<file path="src/rtl/pixel_pack_16to32.sv">
// pixel_pack_16to32: packs RGB565 pixel pairs into 32-bit words and queues
// them in a first-word-fall-through FIFO for the frame-memory writer.
//
//   state     | meaning
//   ----------+------------------------------------------------------
//   HOLD_NONE | no pixel held; next pixel becomes the low half
//   HOLD_LOW  | low_q holds the first pixel of a pair
module pixel_pack_16to32 #(
  parameter int DEPTH = 8,
  parameter int BURST = 4
) (
  input  logic                     clk,
  input  logic                     reset,
  input  logic [15:0]              in_data,
  input  logic                     in_valid,
  input  logic                     in_last,
  output logic                     in_ready,
  output logic [31:0]              out_data,
  output logic                     out_valid,
  output logic                     out_last,
  input  logic                     out_ready,
  output logic [$clog2(DEPTH):0]   level,
  output logic                     burst_avail
);

  localparam int PW = $clog2(DEPTH);
  localparam int LW = PW + 1;
  localparam logic [LW-1:0] FULL_LVL  = LW'(DEPTH);
  localparam logic [LW-1:0] BURST_LVL = LW'(BURST);

  typedef enum logic {
    HOLD_NONE = 1'b0,
    HOLD_LOW  = 1'b1
  } state_t;

  state_t         state_q, state_d;
  logic [15:0]    low_q, low_d;
  logic [32:0]    mem_q [DEPTH];
  logic [PW-1:0]  wptr_q, rptr_q;
  logic [LW-1:0]  level_q, level_d;
  logic           burst_q;

  logic           full, empty, accept, pop, push;
  logic [32:0]    push_word;
  logic [32:0]    head;

  assign full      = (level_q == FULL_LVL);
  assign empty     = (level_q == '0);
  // Ready depends only on registered level, never on out_ready.
  assign in_ready  = ~full & ~reset;
  assign accept    = in_valid & in_ready;
  assign out_valid = ~empty;
  assign pop       = out_valid & out_ready;

  // Data outputs are forced to zero when nothing is queued so that the
  // head of a stale or reset entry never shows.
  assign head        = mem_q[rptr_q];
  assign out_data    = out_valid ? head[31:0] : 32'h0;
  assign out_last    = out_valid & head[32];
  assign level       = level_q;
  assign burst_avail = burst_q;

  // Packer next state: pair pixels, pad an odd last pixel with zeros.
  always_comb begin
    state_d   = state_q;
    low_d     = low_q;
    push      = 1'b0;
    push_word = '0;
    case (state_q)
      HOLD_NONE: begin
        if (accept) begin
          if (in_last) begin
            push      = 1'b1;
            push_word = {1'b1, 16'h0000, in_data};
          end else begin
            low_d   = in_data;
            state_d = HOLD_LOW;
          end
        end
      end
      HOLD_LOW: begin
        if (accept) begin
          push      = 1'b1;
          push_word = {in_last, in_data, low_q};
          state_d   = HOLD_NONE;
        end
      end
      default: state_d = HOLD_NONE;
    endcase
  end

  // Occupancy counter: simultaneous push and pop cancel out.
  always_comb begin
    level_d = level_q;
    case ({push, pop})
      2'b10:   level_d = level_q + 1'b1;
      2'b01:   level_d = level_q - 1'b1;
      default: level_d = level_q;
    endcase
  end

  // Packer state and held low pixel.
  always_ff @(posedge clk or posedge reset) begin
    if (reset) begin
      state_q <= HOLD_NONE;
      low_q   <= 16'h0000;
    end else begin
      state_q <= state_d;
      low_q   <= low_d;
    end
  end

  // FIFO storage and naturally wrapping pointers.
  always_ff @(posedge clk or posedge reset) begin
    if (reset) begin
      for (int i = 0; i < DEPTH; i++) mem_q[i] <= '0;
      wptr_q <= '0;
      rptr_q <= '0;
    end else begin
      if (push) begin
        mem_q[wptr_q] <= push_word;
        wptr_q        <= wptr_q + 1'b1;
      end
      if (pop) rptr_q <= rptr_q + 1'b1;
    end
  end

  // Registered status, updated on the same edge as the push/pop.
  always_ff @(posedge clk or posedge reset) begin
    if (reset) begin
      level_q <= '0;
      burst_q <= 1'b0;
    end else begin
      level_q <= level_d;
      burst_q <= (level_d >= BURST_LVL);
    end
  end

endmodule

</file>
<file path="config.mk">
export PLATFORM = sky130hd
export DESIGN_NAME = pixel_pack_16to32
export DESIGN_NICKNAME = d
export VERILOG_FILES = /design/src/rtl/pixel_pack_16to32.sv
export SDC_FILE = /design/constraint.sdc
export NUM_CORES = 1
export LEC_CHECK = 0
export BUFFER_PORTS_ARGS = -buffer_cell sky130_fd_sc_hd__buf_2
export CORE_UTILIZATION = 60
export DETAILED_ROUTE_END_ITERATION = 10
export GPL_TIMING_DRIVEN = 0
export PLACE_DENSITY = 0.89
export SLEW_MARGIN = 20
export SYNTH_ARGS = -nofsm -noshare
export SYNTH_HDL_FRONTEND = slang
export SYNTH_SLANG_ARGS = --single-unit
</file>
<file path="constraint.sdc">
create_clock -name clk -period 14.5 [get_ports clk]
set_input_delay 1.45 -clock clk [delete_from_list [all_inputs] [get_ports clk]]
set_output_delay 1.45 -clock clk [all_outputs]
set_load 0.005 [all_outputs]
</file>
==> out/metrics.csv <==
stage,metric,value,unit
finish,Final Net Count,1150,
place,RePlAce Congestion,0.863,
route,WL per Instance,24.0,um
route,vias post-DR,9244,
power,Design Power,0.00267,W
timing,actual slew at the worst max-slew pin,1.04,ns
yosys,Synth async-reset ratio,1.00,
global_routing,initial antenna violation count,0,
timing,final setup TNS,0,ns
timing,period utilization,0.299,
route,Met1 Wirelength,13800,um
clock_tree,# clock sinks,292,
global_routing,GR Overflow Total,0,
setup_path,Worst EP arrival,2.88,ns
route,total wire length,34200,um
yosys,synthesized area,13500,um^2
clock_tree,CTS HTree Levels,1,
place,I/O Buffers,60,
finish,fill count,1400,
min_path,min-delay worst type,flip-flop to flip-flop,
clock_tree,CTS Buffer Depth,3,
clock_tree,CTS tree,done,
setup_path,CP max FO,10,
yosys,Yosys top cell area share,0.540,
setup_path,critical path data required time,13.05,ns
run_status,failing checks,design-rule violations,
setup_path,CP dominant cell by count,buf_2,
setup_path,worst setup path start,rptr_q[1],
route,DR pass1 iterations,8,
timing,Final Critical Period,4.33,ns
route,Highest Signal Layer,met4,
setup_path,"slowest stage cell, crit path",buf_1,
setup_path,Setup crit end kind,output pin,
yosys,Post-synth EDFFs,0,
yosys,most common cell in the netlist,dfrtp_1,
finish,fin util,0.695,
timing,highest clock rate,231,MHz
finish,Syn-to-layout area delta,12.8,%
floorplan,Die X,152,um
clock_tree,clock slew at reported path FFs,0.06,ns
clock_tree,post_cts resized,0,
yosys,post-synthesis sequential area ratio,0.540,
route,Residual DRC,1,
timing,RSZ-0062 raised after global routing,false,
yosys,Yosys reg bits,292,
floorplan,die height,152,um
power,leakage power,7.25,nW
setup_path,"slowest stage delay, CP",0.72,ns
floorplan,IO Count,61,
yosys,synth top area cells,"dfrtp_1 (54%), mux2_2 (11%), mux4_2 (11%), nand2_1 (4.1%), o21ai_1 (3.0%)",
job,MaxCap Viol Count,0,
global_routing,GR Util All Layers,0.307,
yosys,"Primary FF master, synth",dfrtp_1,
route,initial drt markers,931,
power,Pwr Density,175,nW/um^2
floorplan,FP Rows,54,
timing,clk_skew,0.0137,ns
global_routing,first-pass GRT wire length,54700,um
clock_tree,root buf cell,clkbuf_16,
yosys,Synth Net Count,1056,
timing,count of final max-slew check failures,0,
finish,antenna cell count,0,
clock_tree,clock latency on the worst-skew pair,0.57,ns
clock_tree,hold buffer count at cts,0,
finish,layout cell share with drive strength beyond 1,0.352,
floorplan,die area,23200,um^2
yosys,synthesized area per cell,13.1,um^2
yosys,cell taking the most area after synthesis,dfrtp_1,
route,met2 wire len,16800,um
yosys,Mapped Cells,1030,
place,placed cell areas,14300,um^2
min_path,hold depth,2,
global_routing,vias in the first global route,9713,
place,DP HPWL,22300,um
setup_path,cell chain of the critical path,buf_2 -> buf_1 -> mux4_2 -> mux2i_1 -> nor2_1 -> buf_2,
finish,post-route cell area,15300,um^2
timing,Max-slew headroom,0.299,
clock_tree,Post-CTS Setup Bufs,0,
route,met3 routed WL,2390,um
route,number of nets still failing antenna checks after routing,0,
setup_path,Crit Reg-Reg Startpoint,level[2],
route,Avg Vias per Cell,6.49,
clock_tree,CTS buffer count,30,
setup_path,Crit Path Class,flip-flop to output pin,
min_path,min-delay src,mem_q[95],
yosys,"Warnings, synthesis",0,
yosys,Yosys cell types,45,
floorplan,Starting Density,0.617,
global_routing,largest net degree at the start of global routing,108,
floorplan,core area,22000,um^2
setup_path,cell depth of the worst flop-to-flop path,11,
setup_path,R2R setup slack,11.24,ns
timing,Final setup viols,0,
power,worst vdd rail ir drop,0.000165,V
timing,final hold vios,0,
yosys,"top cells by count, synth","dfrtp_1 (292), nand2_1 (148), mux2_2 (132)",
run_status,outcome,finished with violations,
setup_path,CP startpoint kind,flip-flop,
## layer usage
| layer | global-route usage | vias up |
|---|---|---|
| met1 | 0.418 | 4805 |
| met2 | 0.506 | 453 |
| li1 | - | 3877 |
| met3 | 0.0498 | 109 |
| met5 | 0 | - |
| met4 | 0.115 | 0 |
## report_power, final
| group | total, W | internal (W) | switching [W] |
|---|---|---|---|
| Sequential | 0.00109 | 0.000985 | 0.000103 |
| Combinational | 0.000785 | 0.000367 | 0.000417 |
| Clock | 0.000795 | 0.000474 | 0.000321 |
| Total | 0.00267 | 0.00183 | 0.000841 |
## kinds of logic (layout without fill, tap and decap cells)
kind of cell	after synthesis	after routing	share of synthesized area
multiplexers	246	246	0.259
buffers and inverters	79	193	0.0394
XOR/XNOR	7	7	0.00453
AND/OR/NAND/NOR	244	244	0.0913
adder cells (fa/ha/maj)	5	5	0.00462
flip-flops	292	292	0.540
AO/OA/AOI/OAI	157	157	0.0615
## per-stage QoR
| step | worst slack, ns | hold WS (ns) | instances |
|---|---|---|---|
| final | 10.17 | 0.483 | 1424 |
| after floorplan | 4.97 | 0.444 | 1030 |
| after global routing | 10.07 | 0.500 | 1424 |
| after CTS | 10.17 | 0.483 | 1424 |
| after global placement | 2.19 | 0.456 | 1370 |
| after detailed placement | 10.53 | 0.469 | 1372 |
## sequential cells by signal (all words and copies together) (netlist names), named ones only
name	count
state_q	1
level	3
rptr_q	3
wptr_q	3
burst_avail	1
mem_q	264
low_q	16
## cell usage in the layout, fill, tap and decap left out, drive strengths merged, types with 2 or more instances in the layout
| cell type | synthesis | layout |
|---|---|---|
| buf | 66 | 128 |
| clkbuf | 11 | 49 |
| and3b | 4 | 4 |
| mux4 | 66 | 66 |
| a22oi | 16 | 16 |
| xnor2 | 4 | 4 |
| nand2 | 160 | 160 |
| and3 | 2 | 2 |
| ha | 5 | 5 |
| mux2i | 33 | 33 |
| or2 | 2 | 2 |
| nor3b | 3 | 3 |
| nand3 | 2 | 2 |
| and2 | 3 | 3 |
| nor3 | 2 | 2 |
| dfrtp | 292 | 292 |
| nor2 | 49 | 49 |
| nor2b | 3 | 3 |
| xor2 | 3 | 3 |
| o21ai | 138 | 138 |
| bufinv | 0 | 4 |
| nand4 | 9 | 9 |
| mux2 | 147 | 147 |
| clkinv | 0 | 10 |
| inv | 2 | 2 |
## critical path: cells and delay by family, from the launching register on
kind          cells  cell delay (ns)
buf+inv           3             1.20
flops             1             0.44
mux               2             0.62
simple gates      1             0.07
## final timing paths
kind / to
max in group asynchronous: mem_q[59]
hold reg to reg: mem_q[95]
min in group asynchronous: low_q[5]
setup / recovery: out_data[4]
hold / removal: mem_q[95]
setup reg to reg: burst_avail
## area by class of cell
type | count | area (um^2) | share of cell area
Clock buffer | 38 | 831 | 0.0544
Timing Repair Buffer | 62 | 355 | 0.0233
Inverter | 2 | 15.0 | 0.000983
Multi-Input combinational cell | 659 | 5700 | 0.373
Tap cell | 280 | 350 | 0.0229
Sequential cell | 292 | 7310 | 0.479
Buffer | 77 | 526 | 0.0344
Clock inverter | 14 | 185 | 0.0121
Note: power is estimated with default switching activity, not from simulation.
